==> src/rtl/piano_pkg.sv <==
// piano_pkg: shared definitions for the song sequencer.
//   - note code constants (rest, M1, end-of-song marker)
//   - sequencer state enum
//   - key-to-code offset and the free-play key priority encoder
package piano_pkg;

    localparam int NOTE_REST = 0;
    localparam int NOTE_M1   = 8;
    localparam int NOTE_END  = 31;

    // key bit i maps to note code KEY_OFS + i + 1 ... i.e. bit0 -> M1
    localparam int KEY_OFS = NOTE_M1 - 1;

    typedef enum logic [2:0] {
        ST_IDLE,
        ST_FETCH,
        ST_PLAY,
        ST_GAP,
        ST_PAUSED,
        ST_DONE
    } state_t;

    // Lowest set key bit wins; no key gives code 0. Bit i yields KEY_OFS+1+i,
    // so bit0 (M1) -> 8 ... bit6 (M7) -> 14.
    function automatic logic [4:0] key_to_code(input logic [6:0] key);
        logic [4:0] code;
        code = 5'd0;
        for (int i = 6; i >= 0; i--) begin
            if (key[i]) code = 5'(KEY_OFS + 1 + i);
        end
        return code;
    endfunction

endpackage

==> src/rtl/beat_timer.sv <==
// beat_timer: loadable down counter shared by the PLAY and GAP phases.
//   clk, rst_n  : clock, async active-low reset
//   load        : load load_val this cycle (overrides enable)
//   load_val    : value to load
//   en          : count down by one (held low while paused)
//   one_flag    : counter currently equals 1 (last cycle of a phase)
module beat_timer
    import piano_pkg::*;
#(
    parameter int CNT_W = 8
) (
    input  logic             clk,
    input  logic             rst_n,
    input  logic             load,
    input  logic [CNT_W-1:0] load_val,
    input  logic             en,
    output logic             one_flag
);

    logic [CNT_W-1:0] count;

    always_ff @(posedge clk or negedge rst_n) begin
        if (!rst_n)                   count <= '0;
        else if (load)                count <= load_val;
        else if (en && count != '0)   count <= count - 1'b1;
    end

    assign one_flag = (count == CNT_W'(1));

endmodule

==> src/rtl/song_sequencer_ctrl.sv <==
// song_sequencer_ctrl: shares one tone generator between free keyboard play
// and ROM-driven auto-play with start / pause / resume.
//   mode        : 0 free play, 1 auto play
//   song_sel    : song index, latched on start_pulse
//   start_pulse : (re)start the latched song at step 0
//   pause_pulse : toggle pause while a note or gap is running
//   key         : debounced keys, bit0 = M1 .. bit6 = M7
//   rom_addr    : {song, step} to a synchronous song ROM (1-cycle latency)
//   rom_note    : note code (0 rest, 31 end marker); rom_beats: length, 0 = 1
//   tone_code / tone_en : to the tone generator
//   busy        : sequencing (FETCH, PLAY, GAP, PAUSED)
//   step_done   : pulse after the final gap cycle of each step
// Build option: AUTO_LOOP_EN -- end marker or step wrap restarts the song at
// step 0 instead of stopping in DONE.
module song_sequencer_ctrl
    import piano_pkg::*;
#(
    parameter int BEAT_CYCLES = 25000000,
    parameter int GAP_CYCLES  = 5000000,
    parameter int STEP_W      = 6,
    parameter int NOTE_W      = 5
) (
    input  logic                clk,
    input  logic                rst_n,
    input  logic                mode,
    input  logic [1:0]          song_sel,
    input  logic                start_pulse,
    input  logic                pause_pulse,
    input  logic [6:0]          key,
    output logic [2+STEP_W-1:0] rom_addr,
    input  logic [NOTE_W-1:0]   rom_note,
    input  logic [2:0]          rom_beats,
    output logic [NOTE_W-1:0]   tone_code,
    output logic                tone_en,
    output logic                busy,
    output logic                step_done
);

    // Wide enough for 7 * BEAT_CYCLES without truncation.
    localparam int CNT_W = 3 + $clog2(BEAT_CYCLES);

    state_t              state, state_nx, held, held_nx, play_nx;
    logic                fetch_ph, fetch_ph_nx;
    logic [1:0]          song, song_nx;
    logic [STEP_W-1:0]   step, step_nx;
    logic [NOTE_W-1:0]   note, note_nx;
    logic [NOTE_W-1:0]   tone_code_nx;
    logic                tone_en_nx, step_done_nx, busy_nx;
    logic                t_load, t_en, t_one;
    logic [CNT_W-1:0]    t_val;
    logic [2:0]          beats_eff;
    logic [CNT_W-1:0]    play_len;

    assign rom_addr  = {song, step};
    assign beats_eff = (rom_beats == 3'd0) ? 3'd1 : rom_beats;
    // The gap is carved out of the note's tail, so the step keeps its length.
    assign play_len  = CNT_W'(beats_eff) * CNT_W'(BEAT_CYCLES) - CNT_W'(GAP_CYCLES);

    beat_timer #(.CNT_W(CNT_W)) u_timer (
        .clk      (clk),
        .rst_n    (rst_n),
        .load     (t_load),
        .load_val (t_val),
        .en       (t_en),
        .one_flag (t_one)
    );

    always_comb begin
        state_nx     = state;
        held_nx      = held;
        play_nx      = ST_PLAY;
        fetch_ph_nx  = 1'b0;
        song_nx      = song;
        step_nx      = step;
        note_nx      = note;
        tone_code_nx = tone_code;
        tone_en_nx   = 1'b0;
        step_done_nx = 1'b0;
        t_load       = 1'b0;
        t_val        = CNT_W'(GAP_CYCLES);
        t_en         = (state == ST_PLAY) || (state == ST_GAP);

        if (!mode) begin
            // Free play overrides everything, including a running song.
            state_nx     = ST_IDLE;
            tone_code_nx = NOTE_W'(key_to_code(key));
            tone_en_nx   = |key;
        end else if (start_pulse) begin
            state_nx = ST_FETCH;
            song_nx  = song_sel;
            step_nx  = '0;
        end else begin
            case (state)
                ST_FETCH: begin
                    if (!fetch_ph) begin
                        fetch_ph_nx = 1'b1;            // ROM read in flight
                    end else if (rom_note == NOTE_W'(NOTE_END)) begin
`ifdef AUTO_LOOP_EN
                        step_nx  = '0;
                        state_nx = ST_FETCH;
`else
                        state_nx = ST_DONE;
`endif
                    end else begin
                        t_load       = 1'b1;
                        t_val        = play_len;
                        note_nx      = rom_note;
                        tone_code_nx = rom_note;
                        tone_en_nx   = (rom_note != NOTE_W'(NOTE_REST));
                        state_nx     = ST_PLAY;
                    end
                end
                ST_PLAY: begin
                    if (t_one) begin
                        t_load  = 1'b1;
                        play_nx = ST_GAP;
                    end
                    // The pause cycle itself still counts as played.
                    if (pause_pulse) begin
                        held_nx  = play_nx;
                        state_nx = ST_PAUSED;
                    end else begin
                        state_nx   = play_nx;
                        tone_en_nx = (play_nx == ST_PLAY) && (note != NOTE_W'(NOTE_REST));
                    end
                end
                ST_GAP: begin
                    // Step completion takes priority over a pause on the last gap cycle.
                    if (t_one) begin
                        step_done_nx = 1'b1;
`ifdef AUTO_LOOP_EN
                        step_nx  = step + 1'b1;        // wraps to 0
                        state_nx = ST_FETCH;
`else
                        if (&step) begin
                            state_nx = ST_DONE;
                        end else begin
                            step_nx  = step + 1'b1;
                            state_nx = ST_FETCH;
                        end
`endif
                    end else if (pause_pulse) begin
                        held_nx  = ST_GAP;
                        state_nx = ST_PAUSED;
                    end
                end
                ST_PAUSED: begin
                    if (pause_pulse) begin
                        state_nx   = held;
                        tone_en_nx = (held == ST_PLAY) && (note != NOTE_W'(NOTE_REST));
                    end
                end
                default: ;                              // IDLE, DONE wait for start/mode
            endcase
        end

        busy_nx = (state_nx == ST_FETCH) || (state_nx == ST_PLAY) ||
                  (state_nx == ST_GAP)   || (state_nx == ST_PAUSED);
    end

    always_ff @(posedge clk or negedge rst_n) begin
        if (!rst_n) begin
            state     <= ST_IDLE;
            held      <= ST_PLAY;
            fetch_ph  <= 1'b0;
            song      <= '0;
            step      <= '0;
            note      <= '0;
            tone_code <= '0;
            tone_en   <= 1'b0;
            busy      <= 1'b0;
            step_done <= 1'b0;
        end else begin
            state     <= state_nx;
            held      <= held_nx;
            fetch_ph  <= fetch_ph_nx;
            song      <= song_nx;
            step      <= step_nx;
            note      <= note_nx;
            tone_code <= tone_code_nx;
            tone_en   <= tone_en_nx;
            busy      <= busy_nx;
            step_done <= step_done_nx;
        end
    end

endmodule

==> config.mk <==
export PLATFORM = sky130hd
export DESIGN_NAME = song_sequencer_ctrl
export DESIGN_NICKNAME = d
export VERILOG_FILES = /design/src/rtl/piano_pkg.sv /design/src/rtl/beat_timer.sv /design/src/rtl/song_sequencer_ctrl.sv
export SDC_FILE = /design/constraint.sdc
export NUM_CORES = 1
export LEC_CHECK = 0
export ABC_AREA = 1
export ABC_CLOCK_PERIOD_IN_PS = 2700
export CAP_MARGIN = 20
export CORE_ASPECT_RATIO = 1.75
export CORE_MARGIN = 8
export CORE_UTILIZATION = 28
export CTS_CLUSTER_DIAMETER = 80
export CTS_CLUSTER_SIZE = 28
export DETAILED_ROUTE_END_ITERATION = 8
export MAX_ROUTING_LAYER = met4
export RECOVER_POWER = 50
export SLEW_MARGIN = 15
export SYNTH_ARGS = -nofsm -noshare
export SYNTH_HDL_FRONTEND = slang
export SYNTH_HIERARCHICAL = 1
export SYNTH_SLANG_ARGS = --single-unit
==> constraint.sdc <==
create_clock -name clk -period 2.7 [get_ports clk]
set_input_delay 0.54 -clock clk [delete_from_list [all_inputs] [get_ports clk]]
set_output_delay 0.54 -clock clk [all_outputs]
set_load 0.02 [all_outputs]
# == Yosys cells after proc, flatten, opt, wreduce, memory -nomap -nowiden ==
# Index checks and enable logic that the tools add are counted.
# classes
add_sub_neg,3
n_mul,1
div,0
n_lt_le_gt_ge,0
n_eq_ne,20
n_shift,0
n_mux,62
bitwise,2
n_reduce_logical,22
# ops
cell,n
$mux W28,7
$mux W5,11
$mux W3,16
$eq A28 B1 Y1 const B,1
$reduce_bool A28 Y1,1
$sub A28 B1 Y28 const B,1
$sub A28 B23 Y28 const B,1
$mux W6,4
$mul A3 B19 Y22 const B,1
$mux W1,19
$eq A3 B2 Y1 const B,6
$ne A2 B2 Y1 const B,6
$pmux W3 S4,1
$reduce_and A6 Y1,2
$reduce_bool A5 Y1,2
$reduce_and A4 Y1,2
$reduce_bool A2 Y1,4
$reduce_or A7 Y1,1
$add A6 B1 Y6 const B,1
$eq A3 B1 Y1 const B,2
$eq A3 B3 Y1 const B,2
$pmux W3 S2,1
$eq A5 B5 Y1 const B,1
$reduce_and A5 Y1,1
9 further kinds,16
# word_totals
ff_bits,56
latch_bits,0
mem_bits_rw,0
mem_bits_ro,0
inputBits,22
out_inout_bits,16
wordCells,121
mem_count,0

# == Logic depth before layout (Yosys ltp) ==
# logic_depth
word_depth,13
mapped_depth,24
depth_no_buf,22

# == Cells and area by module ==
# Netlist, hierarchy kept.
# by_module_without_submodules
module,n_inst,cells_per_inst,area_per_inst_um2,seq_area_each_um2
song_sequencer_ctrl,1,378,2437.3,650.6
beat_timer,1,375,2263.4,700.7

# == Worst setup path before layout ==
# Ideal clock, no wire load.
# synth_timing
kind,input-to-reg
startpoint,input port rom_beats[2]
endpoint,register u_timer.count[26]
setup_ps,124
t_arrival_ps,3033
required_ps,2576
path_slack_ps,-457
stages,22
cell_sequence,buf_6 > inv_2 > ha_1 > ha_1 > ha_1 > fa_1 > inv_1 > nor2_2 > nor2_1 > nand2_1 > nand2_1 > nand3_1 > nand2_1 > inv_1 > nand2_1 > nand3_1 > nand2_1 > nand3_1 > nand2_1 > nor2_1 > nand2_1 > nand3_1
# synth_between
elab_chain_len,10
# synth_lines
item,line,source
start: declaration,song_sequencer_ctrl.sv:32,"input logic [2:0] rom_beats,"
$logic_not A3 Y1,song_sequencer_ctrl.sv:55,assign beats_eff = (rom_beats == 3'd0) ? 3'd1 : rom_beats;
$mux W3 (*),song_sequencer_ctrl.sv:55,
$mul A3 B19 Y22 (*),song_sequencer_ctrl.sv:57,assign play_len = CNT_W'(beats_eff) * CNT_W'(BEAT_CYCLES) - CNT_W'(GAP_CYCLES);
$sub A28 B23 Y28 (*),song_sequencer_ctrl.sv:57,
$mux W28 (*),song_sequencer_ctrl.sv:97,end else if (rom_note == NOTE_W'(NOTE_END)) begin
$mux W28 (*),song_sequencer_ctrl.sv:95,if (!fetch_ph) begin
$mux W28 (*),song_sequencer_ctrl.sv:93,case (state)
$mux W28 (*),song_sequencer_ctrl.sv:88,end else if (start_pulse) begin
$mux W28 (*),song_sequencer_ctrl.sv:83,if (!mode) begin
named net t_val[26],song_sequencer_ctrl.sv:50,logic [CNT_W-1:0] t_val;
$mux W28 (*),beat_timer.sv:24,else if (load) count <= load_val;
end signal: assignment,beat_timer.sv:24,
end signal: assignment,beat_timer.sv:25,else if (en && count != '0) count <= count - 1'b1;
end: declaration,beat_timer.sv:20,logic [CNT_W-1:0] count;
# The timed path passes the listed nets; every way through them passes the cells marked *.
# A chain may end at the register's enable or synchronous reset.

# == Final worst setup path ==
# Same ends and word-level chain as after synthesis.

==> metrics <==
status finished with violations; failing checks setup timing; final net count 903; Rel. slew slack 7.61%; uppermost routed layer met4; share of cells above drive strength 1 22.6%; Slew Viols, Final 0; register bit count reported by yosys 54; die area 21,400 sq um; metal1 wirelength 5280 um; Tcrit/Tclk final 101%; Worst Hold Path EP fetch_ph; vias post-DR 5,055; CTS buffer count 5; GRT Overall Usage 14.6%; met3 wire length 296 um; R2R Setup Slk 140 ps; YS warnings 6; largest buffer count on any clock path 2; worst-margin pin slew 1390 ps; largest net degree at the start of global routing 55; Worst-path clk slew 70 ps; Inserted Diodes 0; CP most frequent cell nand2_1; slowest stage delay, CP 450 ps; wire length on met2 8500 um; worst-case clock skew 7.16 ps; Worst Path Arrival 2920 ps; dpl ws -994 ps; r2r endpoint u_timer/count[27]; Data required, critical path 2890 ps; Post-Synthesis Cells 753; RSZ-0062 raised after global routing true; library cells used by synthesis 42; Max Cap Viol 0; core area 16,400 sq um; R2R depth 13; worst r2r src u_timer/count[14]; sequential-to-total area share from yosys stat 28.7%; cell depth of the worst min-delay path 1; post-synthesis instance area 4700 sq um; Die W 114 um; Crit Path Max Fanout 3; critical path's slowest cell fa_2; type of the worst setup path in2reg; grt ovf 0; Power Density 637 nW/um^2; FP Rows 62; achievable clock frequency 367 MHz; Worst IR Drop VDD 0.253 mV; CP Launch Type input pin; CTS tree done; Lkg Pwr 3.12 nW; vias in the first global route 5,091; worst min-delay path class reg2reg; root buffer cell clkbuf_16; clk_lat worst skew 300 ps; CP Cell Sequence buf_8, inv_6, ha_4, ha_4, or2_4, fa_2, buf_6, xor2_4, a21oi_2, nand3_2, nand2_1, inv_1, nand2_1, nand3_1, nand2_1, nand3_1, nand2_1, nor2_1, nand2_1, nand3_1; number of remaining DRC errors 0; Tmin final 2720 ps; count of final hold-check violations 0; Tot Pwr 4.01 mW; DRT Pass-1 Iters 4; starting density of the core 28.6%; most frequent cells in the layout 233 x nand2_1, 90 x inv_1, 84 x nor2_1; fin worst setup slack -23.4 ps; initial antenna violation count 0; PortBufs 37; min-delay src fetch_ph; Total Neg Setup Slack -23.4 ps; TritonCTS Sinks 54; Total Wirelength 14,800 um; # IOs 38; Critical Path Sink Type flop; first-pass GRT wire length 24,200 um; dpl hpwl 11,900 um; post-DR wirelength/cell 13.6 um; H-tree depth 2; initial DRC count 220; synthesized area per cell 6.24 sq um; GPL Wtd Cong 0.932; ANT nets after route 0; die height 187 um; via density per instance 4.64; # setup viols final 1; leading cell type in the layout, fill and taps excluded nand2_1; P&R area growth vs syn 33.8%
==> cells by family (layout without fill, tap and decap cells) <==
group	after synthesis	in the layout	share of synthesized area [%]
mux	1	1	0.240
other cells	1	6	0.0798
fa+ha+maj	15	15	4.15
flops	54	54	28.7
buf+inv	122	230	10.9
compound gates	81	81	11.0
xor+xnor	11	11	2.05
simple gates	468	468	42.9
==> cell usage after synthesis (all sizes together) <==
master / count / area [sq um]
a211oi: 3 / 22.5
a21boi: 1 / 11.3
a21oi: 26 / 138
a31oi: 3 / 18.8
buf: 13 / 101
clkbuf: 4 / 15.0
conb: 1 / 3.75
dfrtp: 54 / 1350
fa: 1 / 20.0
ha: 14 / 175
inv: 105 / 394
mux2: 1 / 11.3
nand2: 255 / 985
nand3: 81 / 410
nand3b: 2 / 15.0
nand4: 12 / 75.1
nor2: 102 / 415
nor3: 9 / 71.3
nor4: 2 / 12.5
o2111ai: 1 / 8.76
o211ai: 4 / 30.0
o21ai: 39 / 259
o21bai: 2 / 15.0
o22ai: 1 / 6.26
o31ai: 1 / 7.51
or2: 5 / 31.3
xnor2: 4 / 35.0
xor2: 7 / 61.3
==> how the worst max path moves through the flow <==
| stage | startpoint | to | slack, ps | cells after the start |
|---|---|---|---|---|
| finish | rom_beats[2] | u_timer/count[26] | -20 | 20 |
| global route | rom_beats[2] | u_timer/count[26] | -140 | 20 |
| CTS | rom_beats[1] | u_timer/count[26] | -0.2 | 22 |
| detailed placement | rom_beats[2] | u_timer/count[26] | -990 | 21 |
| global placement | rom_beats[2] | u_timer/count[26] | -950 | 21 |
| floorplan | rom_beats[2] | u_timer/count[27] | -170 | 21 |
==> per-stage QoR <==
step	area, sq um	cells	hold WS (ps)	utilization (%)
floorplan	4790	758	244	-
global placement	5860	1071	429	35.7
detailed placement	5860	1071	451	35.7
CTS	6180	1087	401	37.6
global route	6290	1090	488	38.2
finish	6290	1090	458	38.2
==> timing repair <==
| item | in CTS | in global routing |
|---|---|---|
| pin swaps | 24 | 39 |
| endpoints found under the hold margin | 0 | 0 |
| setup endpoints to repair | 9 | 27 |
| buffers inserted | 9 | 5 |
| gates resized for setup | 43 | 27 |
| hold buffers | 0 | 0 |
==> layer usage <==
layer	vias to the layer above	track usage [%]
met4	0	9.63
met3	39	1.03
met1	2331	13.4
li1	2603	-
met5	-	-
met2	82	27.8
==> power by group <==
part | total, mW | switching [mW] | internal (mW)
registers | 1.15 | 0.180 | 0.970
logic | 2.21 | 1.36 | 0.847
clock network | 0.653 | 0.312 | 0.341
==> sequential cells by signal (all words and copies together) (netlist names) <==
signal	flops
busy	1
fetch_ph	1
held	1
note	5
song	2
state	3
step	6
step_done	1
tone_code	5
tone_en	1
u_timer/count	28
==> worst max-delay path, delay by kind of cell <==
| kind | cells | cell delay [ps] |
|---|---|---|
| AND/OR/NAND/NOR | 11 | 920 |
| XOR/XNOR | 1 | 150 |
| adder cells (fa/ha/maj) | 3 | 830 |
| AO/OA/AOI/OAI | 1 | 150 |
| buffers and inverters | 4 | 310 |
==> final cells by class <==
type / count / area [sq um]
fillers: 1812 / 10200
multi-input cells: 582 / 3110
flip-flops and latches: 54 / 1350
repair buffers: 118 / 1010
inverters: 105 / 404
well taps: 224 / 280
clock buffers: 5 / 125
clock inverters: 2 / 13.8
Note: power is estimated with default switching activity, not from simulation.
